===== src/rtl/wdt_reg_if_if.sv =====
// -----------------------------------------------------------------------------
// wdt_reg_if_if
// Simple register bus between a system-clock master and the watchdog register
// front end (wdt_reg_if).
//
// Signals:
//   wr_en    - write strobe, one cycle per write (master -> slave)
//   rd_en    - read strobe, one cycle per read (master -> slave)
//   addr     - byte address, bits [1:0] are ignored by the slave
//   wdata    - write data (master -> slave)
//   rdata    - read data, valid while rd_valid=1 (slave -> master)
//   rd_valid - read response strobe, one cycle after rd_en (slave -> master)
// -----------------------------------------------------------------------------
interface wdt_reg_if_if #(
  parameter int ADDR_W = 5
);
  logic              wr_en;
  logic              rd_en;
  logic [ADDR_W-1:0] addr;
  logic [31:0]       wdata;
  logic [31:0]       rdata;
  logic              rd_valid;

  modport master (
    output wr_en,
    output rd_en,
    output addr,
    output wdata,
    input  rdata,
    input  rd_valid
  );

  modport slave (
    input  wr_en,
    input  rd_en,
    input  addr,
    input  wdata,
    output rdata,
    output rd_valid
  );
endinterface


===== src/rtl/wdt_reg_if.sv =====
// -----------------------------------------------------------------------------
// wdt_reg_if
// System-clock register front end for the watchdog timer.
//   - Decodes bus writes/reads into WDEN, the WDLIVE kick and the WTOCNT
//     reload value.
//   - Stretches every kick into a LIVE_HOLD-cycle high pulse followed by at
//     least LIVE_GAP low cycles so the slower timer clock always sees it.
//     One extra kick can be queued while a pulse is in flight.
//   - Brings the asynchronous WTO back through a two-flop synchronizer and
//     an edge detector into a sticky TO status bit that also drives irq.
//
// Register map (byte addresses, addr[1:0] ignored):
//   0x00 CTRL   bit0 WDEN (R/W)
//   0x04 LIVE   any write requests a kick, reads 0
//   0x08 WTOCNT reload value (R/W, writes only take effect while WDEN=0)
//   0x0C STATUS bit0 TO (W1C), bit1 BUSY (RO), bit2 ERR (W1C)
//   0x10 LOCK   lock bit when WDT_LOCK_EN is defined, otherwise reads 0
//
// Optional feature: define WDT_LOCK_EN to build the register lock. Writing
// 0x1ACCE551 to LOCK unlocks, any other value locks; while locked, CTRL and
// WTOCNT writes are dropped and flag ERR.
//
// Ports:
//   clk    - system clock
//   rst    - synchronous active-high reset
//   bus    - register bus (slave side)
//   WDEN   - watchdog enable level to the timer
//   WDLIVE - stretched kick pulse to the timer
//   WTOCNT - timeout reload value to the timer
//   WTO    - timeout from the timer, asynchronous to clk
//   irq    - timeout interrupt (level, equals STATUS.TO)
// -----------------------------------------------------------------------------
module wdt_reg_if #(
  parameter int LIVE_HOLD = 4,
  parameter int LIVE_GAP  = 4,
  parameter int ADDR_W    = 5
) (
  input  logic        clk,
  input  logic        rst,
  wdt_reg_if_if.slave bus,
  output logic        WDEN,
  output logic        WDLIVE,
  output logic [31:0] WTOCNT,
  input  logic        WTO,
  output logic        irq
);

  // Word address width and register offsets
  localparam int WA_W = ADDR_W - 2;
  localparam logic [WA_W-1:0] WA_CTRL   = WA_W'(3'd0);
  localparam logic [WA_W-1:0] WA_LIVE   = WA_W'(3'd1);
  localparam logic [WA_W-1:0] WA_WTOCNT = WA_W'(3'd2);
  localparam logic [WA_W-1:0] WA_STATUS = WA_W'(3'd3);
  localparam logic [WA_W-1:0] WA_LOCK   = WA_W'(3'd4);

  // Pulse counter sized for the larger of the hold and gap lengths
  localparam int CNT_MAX = (LIVE_HOLD > LIVE_GAP) ? LIVE_HOLD : LIVE_GAP;
  localparam int CNT_W   = (CNT_MAX > 1) ? $clog2(CNT_MAX) : 1;
  localparam logic [CNT_W-1:0] HOLD_LOAD = CNT_W'(LIVE_HOLD - 1);
  localparam logic [CNT_W-1:0] GAP_LOAD  = CNT_W'(LIVE_GAP - 1);
  localparam logic [CNT_W-1:0] CNT_ZERO  = CNT_W'(1'b0);
  localparam logic [CNT_W-1:0] CNT_ONE   = CNT_W'(1'b1);

  typedef enum logic [1:0] {
    ST_IDLE = 2'd0,
    ST_HOLD = 2'd1,
    ST_GAP  = 2'd2
  } kick_state_e;

  // Register state
  logic              wden_q,     wden_d;
  logic [31:0]       wtocnt_q,   wtocnt_d;
  logic              to_q,       to_d;
  logic              err_q,      err_d;
  logic [31:0]       rdata_q,    rdata_d;
  logic              rd_valid_q, rd_valid_d;

  // Kick pulse stretcher state
  kick_state_e       state_q,    state_d;
  logic [CNT_W-1:0]  cnt_q,      cnt_d;
  logic              pend_q,     pend_d;
  logic              wdlive_q,   wdlive_d;

  // WTO synchronizer and edge detector
  logic [1:0]        wto_sync_q, wto_sync_d;
  logic              wto_prev_q, wto_prev_d;

  // Decode and helper signals
  logic [WA_W-1:0]   wa_s;
  logic              unused_addr_s;
  logic              wr_ctrl_s;
  logic              wr_live_s;
  logic              wr_wtocnt_s;
  logic              wr_status_s;
  logic              wr_lock_s;
  logic              locked_s;
  logic              busy_s;
  logic              wto_rise_s;
  logic              err_set_s;
  logic              err_clr_s;
  logic              to_clr_s;
  logic [31:0]       rd_mux_s;

  assign wa_s          = bus.addr[ADDR_W-1:2];
  assign unused_addr_s = ^bus.addr[1:0];

  assign wr_ctrl_s   = bus.wr_en && (wa_s == WA_CTRL);
  assign wr_live_s   = bus.wr_en && (wa_s == WA_LIVE);
  assign wr_wtocnt_s = bus.wr_en && (wa_s == WA_WTOCNT);
  assign wr_status_s = bus.wr_en && (wa_s == WA_STATUS);
  assign wr_lock_s   = bus.wr_en && (wa_s == WA_LOCK);

  assign busy_s     = (state_q != ST_IDLE);
  assign wto_rise_s = wto_sync_q[1] & ~wto_prev_q;

`ifdef WDT_LOCK_EN
  localparam logic [31:0] UNLOCK_KEY = 32'h1ACC_E551;

  logic lock_q, lock_d;

  // Lock bit: the unlock key clears it, any other value written sets it
  always_comb begin
    lock_d = lock_q;
    if (wr_lock_s) begin
      lock_d = (bus.wdata != UNLOCK_KEY);
    end else begin
      lock_d = lock_q;
    end
  end

  // Lock bit register
  always_ff @(posedge clk) begin
    if (rst) begin
      lock_q <= 1'b0;
    end else begin
      lock_q <= lock_d;
    end
  end

  assign locked_s = lock_q;
`else
  assign locked_s = 1'b0;
`endif

  // Control, reload and sticky status next-state
  always_comb begin
    wden_d   = wden_q;
    wtocnt_d = wtocnt_q;

    if (wr_ctrl_s && !locked_s) begin
      wden_d = bus.wdata[0];
    end else begin
      wden_d = wden_q;
    end

    // The reload value is only allowed to change while the timer is stopped
    if (wr_wtocnt_s && !locked_s && !wden_q) begin
      wtocnt_d = bus.wdata;
    end else begin
      wtocnt_d = wtocnt_q;
    end

    err_set_s = (wr_ctrl_s && locked_s) || (wr_wtocnt_s && (locked_s || wden_q));
    err_clr_s = wr_status_s && bus.wdata[2];
    to_clr_s  = wr_status_s && bus.wdata[0];

    // A set arriving with a W1C clear wins so no event is lost
    err_d = err_set_s  | (err_q & ~err_clr_s);
    to_d  = wto_rise_s | (to_q  & ~to_clr_s);

    wto_sync_d = {wto_sync_q[0], WTO};
    wto_prev_d = wto_sync_q[1];
  end

  // Read data mux from the current (pre-write) register values
  always_comb begin
    rd_mux_s = 32'd0;
    case (wa_s)
      WA_CTRL:   rd_mux_s = {31'd0, wden_q};
      WA_LIVE:   rd_mux_s = 32'd0;
      WA_WTOCNT: rd_mux_s = wtocnt_q;
      WA_STATUS: rd_mux_s = {29'd0, err_q, busy_s, to_q};
      WA_LOCK:   rd_mux_s = {31'd0, locked_s};
      default:   rd_mux_s = 32'd0;
    endcase

    rd_valid_d = bus.rd_en;
    if (bus.rd_en) begin
      rdata_d = rd_mux_s;
    end else begin
      rdata_d = rdata_q;
    end
  end

  // Kick stretcher next-state: HOLD drives WDLIVE, GAP guarantees low time
  always_comb begin
    state_d  = state_q;
    cnt_d    = cnt_q;
    pend_d   = pend_q;
    wdlive_d = 1'b0;
    case (state_q)
      ST_IDLE: begin
        if (wr_live_s || pend_q) begin
          state_d  = ST_HOLD;
          cnt_d    = HOLD_LOAD;
          pend_d   = 1'b0;
          wdlive_d = 1'b1;
        end else begin
          state_d  = ST_IDLE;
        end
      end
      ST_HOLD: begin
        wdlive_d = 1'b1;
        if (cnt_q == CNT_ZERO) begin
          state_d  = ST_GAP;
          cnt_d    = GAP_LOAD;
          wdlive_d = 1'b0;
        end else begin
          cnt_d    = cnt_q - CNT_ONE;
        end
        // Only one kick is queued; a request while one is pending is dropped
        if (wr_live_s) begin
          pend_d = 1'b1;
        end else begin
          pend_d = pend_q;
        end
      end
      ST_GAP: begin
        if (cnt_q == CNT_ZERO) begin
          // A request on the final gap cycle counts as pending and restarts
          if (pend_q || wr_live_s) begin
            state_d  = ST_HOLD;
            cnt_d    = HOLD_LOAD;
            pend_d   = 1'b0;
            wdlive_d = 1'b1;
          end else begin
            state_d  = ST_IDLE;
          end
        end else begin
          cnt_d = cnt_q - CNT_ONE;
          if (wr_live_s) begin
            pend_d = 1'b1;
          end else begin
            pend_d = pend_q;
          end
        end
      end
      default: begin
        state_d = ST_IDLE;
        cnt_d   = CNT_ZERO;
        pend_d  = 1'b0;
      end
    endcase
  end

  // All registers with synchronous reset
  always_ff @(posedge clk) begin
    if (rst) begin
      wden_q     <= 1'b0;
      wtocnt_q   <= 32'd0;
      to_q       <= 1'b0;
      err_q      <= 1'b0;
      rdata_q    <= 32'd0;
      rd_valid_q <= 1'b0;
      state_q    <= ST_IDLE;
      cnt_q      <= CNT_ZERO;
      pend_q     <= 1'b0;
      wdlive_q   <= 1'b0;
      wto_sync_q <= 2'b00;
      wto_prev_q <= 1'b0;
    end else begin
      wden_q     <= wden_d;
      wtocnt_q   <= wtocnt_d;
      to_q       <= to_d;
      err_q      <= err_d;
      rdata_q    <= rdata_d;
      rd_valid_q <= rd_valid_d;
      state_q    <= state_d;
      cnt_q      <= cnt_d;
      pend_q     <= pend_d;
      wdlive_q   <= wdlive_d;
      wto_sync_q <= wto_sync_d;
      wto_prev_q <= wto_prev_d;
    end
  end

  assign bus.rdata    = rdata_q;
  assign bus.rd_valid = rd_valid_q;
  assign WDEN         = wden_q;
  assign WTOCNT       = wtocnt_q;
  assign WDLIVE       = wdlive_q;
  assign irq          = to_q;

endmodule


===== src/flat_wrapper.sv =====
// flat-port wrapper written by rule: the top's interface ports become plain ports
module wdt_reg_if_flat 
#(
  parameter int LIVE_HOLD = 4,
  parameter int LIVE_GAP  = 4,
  parameter int ADDR_W    = 5
)
  (clk, rst, WDEN, WDLIVE, WTOCNT, WTO, irq, bus_wr_en, bus_rd_en, bus_addr, bus_wdata, bus_rdata, bus_rd_valid);
  wdt_reg_if_if #(.ADDR_W(ADDR_W)) bus_i ();
  input  logic clk;
  input  logic rst;
  output logic WDEN;
  output logic WDLIVE;
  output logic [31:0] WTOCNT;
  input  logic WTO;
  output logic irq;
  input wire logic [$bits(bus_i.wr_en)-1:0] bus_wr_en;
  input wire logic [$bits(bus_i.rd_en)-1:0] bus_rd_en;
  input wire logic [$bits(bus_i.addr)-1:0] bus_addr;
  input wire logic [$bits(bus_i.wdata)-1:0] bus_wdata;
  output wire logic [$bits(bus_i.rdata)-1:0] bus_rdata;
  output wire logic [$bits(bus_i.rd_valid)-1:0] bus_rd_valid;
  assign bus_i.wr_en = bus_wr_en;
  assign bus_i.rd_en = bus_rd_en;
  assign bus_i.addr = bus_addr;
  assign bus_i.wdata = bus_wdata;
  assign bus_rdata = bus_i.rdata;
  assign bus_rd_valid = bus_i.rd_valid;
  wdt_reg_if #(.LIVE_HOLD(LIVE_HOLD), .LIVE_GAP(LIVE_GAP), .ADDR_W(ADDR_W)) u_core (.clk(clk), .rst(rst), .bus(bus_i), .WDEN(WDEN), .WDLIVE(WDLIVE), .WTOCNT(WTOCNT), .WTO(WTO), .irq(irq));
endmodule

===== config.mk =====
export PLATFORM = sky130hd
export DESIGN_NAME = wdt_reg_if_flat
export DESIGN_NICKNAME = d
export VERILOG_FILES = /design/src/rtl/wdt_reg_if_if.sv /design/src/rtl/wdt_reg_if.sv /design/src/flat_wrapper.sv
export SDC_FILE = /design/constraint.sdc
export NUM_CORES = 1
export LEC_CHECK = 0
export BUFFER_PORTS_ARGS = -buffer_cell sky130_fd_sc_hd__buf_2
export CORE_AREA = 3 3 73 102
export DETAILED_ROUTE_END_ITERATION = 8
export DIE_AREA = 0 0 76 105
export PLACE_DENSITY = 0.78
export SYNTH_ARGS = -nofsm -noshare
export SYNTH_HDL_FRONTEND = slang
export SYNTH_SLANG_ARGS = --single-unit

===== constraint.sdc =====
create_clock -name clk -period 1.7 [get_ports clk]
set_input_delay 0 -clock clk [delete_from_list [all_inputs] [get_ports clk]]
set_output_delay 0 -clock clk [all_outputs]
set_load 0.1 [all_outputs]

==> summary.txt <==
Logic synthesis
  – Synthesized cell area: ~0.0033 mm2
  – Most used flip-flop cell after synthesis: dfxtp_1
  – Syn Nets: 392
  – Post-synth EDFFs: 0
  – Ys async rst share: 0%
  – Register area share after synthesis: roughly 47%
  – Register bit count reported by yosys: between 70 and 80
  – Ranking of synthesized cells by area: dfxtp_1, nand2b_1, mux2i_1, nor2b_1, a21oi_1
  – Synth top area share: 46.9%
  – Post-synth top area cell: dfxtp_1
  – Post-Synthesis Cells: roughly 350
  – Syn avg cell area: approximately 9.4 um2
  – Synth Warn #: 0
  – Synth cell types: 34

Detailed routing
  – Residual DRC: 0
  – WL/cell: roughly 13 um
  – DR iter-0 viols: 112
  – Via density: 4.92
  – Final WL: 7800 um
  – Vias: about 2,900
  – Initial DRT Pass Iterations: 4
  – Post-route ant nets: 0

Flow run
  – MaxCap Viol Count: 0

Timing
  – Tmin final: 1.46 ns
  – Fin crit share: a little under nine tenths
  – Pins over their slew limit: 0
  – Fmax: around 700 MHz
  – Setup_tns: 0 ns
  – RSZ-0062 raised after global routing: false
  – Setup Viol. Count Final: 0
  – Clk_skew: ~0.013 ns
  – Worst Tran Pin Value: around 0.5 ns
  – Hold Vio Cnt, Final: 0
  – Slew headroom: roughly 67%

Final layout
  – ANT cells: 0
  – Area growth syn-to-layout: 34.7%
  – Fin util: ~67%
  – Share of post-route cells with drive strength above 1: about 28%
  – Nets: ~530

GRT
  – Tot GR Track Use: 20.1%
  – First-pass GRT wire length: between 10,000 and 15,000 um
  – Initial antenna violation count: 0
  – Vias in the first global route: around 2,900
  – Pin count of the biggest net entering global routing: between 50 and 60
  – Gr ovfl total: 0
  – Met2 Usage GRT: 36.3%
  – GRT met1 Usage: 22.3%
  – GRT met3 Usage: under 10%
  – Most Used Layer, Global Route: met2

Placement
  – Port Buffers: around 110
  – Dpl hpwl: 4940 um
  – Gpl congestion: between 0.7 and 0.8

Critical path
  – Reg-to-reg startpoint: u_core.cnt_q[0]
  – Flop2flop setup slack: approximately 0.24 ns
  – Worst r2r dst: u_core.cnt_q[1]
  – Crit Path Category: reg2reg
  – Req. time, crit path: around 1.9 ns
  – Worst-path fanout max: 8
  – Worst R2R Path Depth: 6
  – CP Capture Type: flop
  – Critical Path Start Type: flop
  – Critical Path AT: 1.69 ns

Power
  – Maximum VDD drop: about 0.64 mV
  – P_leak: 0.00194 uW
  – Power Dens Cells: about 900 mW/mm2
  – Power Total: about 4000 uW

Clocking
  – Clk root buf: clkbuf_8
  – Clock transition at path regs: 0.08 ns
  – H-tree levels: 3
  – Skew-Pair Late Insertion Delay: 0.34 ns
  – CTS tree: done
  – Post-cts resize count: 0
  – Clk sink count: a little under 80
  – Clk buf depth: 2
  – CTS buffer count: 9

Min path
  – WHS Path Cells: 3
  – Hold endpoint: u_core.bus.rdata[0]
  – Hold path start: bus_addr[4]
  – HP Class: in2reg

Die
  – Die H: approximately 110 um
  – Core Region: around 0.0066 mm2
  – Starting Density: about 50%
  – Die Span X: ~76 um
  – # rows: 35
  – # IOs: 110
  – Full die area: 0.00798 mm2

Status
  – Status: completed
==> power by group <==
part	internal, uW	total (uW)	switching, uW
clock network	976	1620	643
registers	1830	1860	24.5
logic	192	510	318
total	3000	3990	985
==> cell usage after synthesis (2+ instances only) <==
| library cell | number |
|---|---|
| and4bb_2 | 2 |
| nand2_1 | 3 |
| a221oi_1 | 2 |
| inv_1 | 5 |
| a2111oi_0 | 2 |
| buf_2 | 5 |
| o21ai_0 | 4 |
| mux2_2 | 2 |
| nor2b_1 | 35 |
| dfxtp_1 | 77 |
| buf_1 | 2 |
| a21oi_1 | 36 |
| nor3b_1 | 2 |
| nor2_1 | 36 |
| nor3_1 | 3 |
| ha_1 | 2 |
| mux2i_1 | 33 |
| nand2b_1 | 67 |
| buf_12 | 3 |
| clkbuf_1 | 12 |
| buf_6 | 2 |
==> worst max-delay path by stage <==
stage                     slack, ns              from  cells past startpoint                   to
after floorplan                0.20  u_core.WTOCNT[2]                      3  u_core.bus.rdata[2]
after global placement         0.35   u_core.cnt_q[0]                      6      u_core.cnt_q[1]
after detailed placement       0.29   u_core.cnt_q[0]                      6      u_core.cnt_q[1]
after CTS                      0.24   u_core.cnt_q[0]                      6      u_core.cnt_q[1]
after global routing           0.13   u_core.cnt_q[0]                      6      u_core.cnt_q[1]
final                          0.24   u_core.cnt_q[0]                      6      u_core.cnt_q[1]
==> cells by family after synthesis <==
| kind of cell | Yosys count | share of synthesized area [%] |
|---|---|---|
| AND/OR/NAND/NOR | 155 | 27.6 |
| flip-flops | 77 | 46.9 |
| AO/OA/AOI/OAI | 49 | 8.34 |
| multiplexers | 35 | 10.7 |
| buffers and inverters | 30 | 5.60 |
| adder cells (fa/ha/maj) | 2 | 0.762 |
==> flip-flops by register name (all words and copies together), names as in the netlist <==
| register | cells |
|---|---|
| u_core.WDEN | 1 |
| u_core.err_q | 1 |
| u_core.bus.rdata | 32 |
| u_core.WTOCNT | 32 |
| u_core.WDLIVE | 1 |
| u_core.state_q | 2 |
| u_core.cnt_q | 2 |
| u_core.pend_q | 1 |
| u_core.wto_prev_q | 1 |
| u_core.irq | 1 |
| u_core.bus.rd_valid | 1 |
| u_core.wto_sync_q | 2 |
==> layer usage <==
metal	wire [um]	vias to the layer above
met3	331	17
met4	145	0
met1	3210	1347
met5	0	-
met2	4120	73
li1	-	1413
==> layout make-up <==
type,count,area (um2)
fillers,521,2190
multi-input cells,241,1560
flip-flops and latches,77,1540
repair buffers,148,953
clock buffers,10,128
well taps,92,115
clock inverters,6,109
inverters,5,18.8
==> worst max-delay path, stage by stage, from the launching register on <==
cell	delay, ns
dfxtp_1	0.41
inv_1	0.08
ha_1	0.20
buf_4	0.16
nor2b_1	0.19
a211oi_1	0.08
a221oi_1	0.24
==> cell usage in the layout, fill, tap and decap left out, types with 3 or more instances in the layout <==
cell | Yosys | layout
clkbuf_8 | 0 | 9
nor2b_1 | 35 | 35
buf_2 | 5 | 107
dfxtp_1 | 77 | 76
inv_1 | 5 | 5
mux2i_1 | 33 | 33
and4bb_2 | 2 | 3
nor3_1 | 3 | 3
o21ai_0 | 4 | 4
dlygate4sd3_1 | 0 | 34
nand2b_1 | 67 | 67
bufinv_16 | 0 | 3
a21oi_1 | 36 | 36
nor2_1 | 36 | 36
buf_4 | 0 | 5
nand2_1 | 3 | 3
==> timing repair <==
item / 4_1_cts / 5_1_grt
endpoints found under the hold margin: 35 / 0
hold buffers: 34 / 0
setup buffers: 0 / 0
==> stage by stage <==
stage	hold slack (ns)	cell area [um2]	std cells	worst slack, ns
final	0.0575	4430	579	0.243
after global routing	0.0574	4430	579	0.125
after CTS	0.0436	4430	579	0.241
after detailed placement	0.217	3850	529	0.291
after global placement	0.208	3850	529	0.346
after floorplan	0.128	3290	348	0.196
Power figures use the tool's default switching activity.
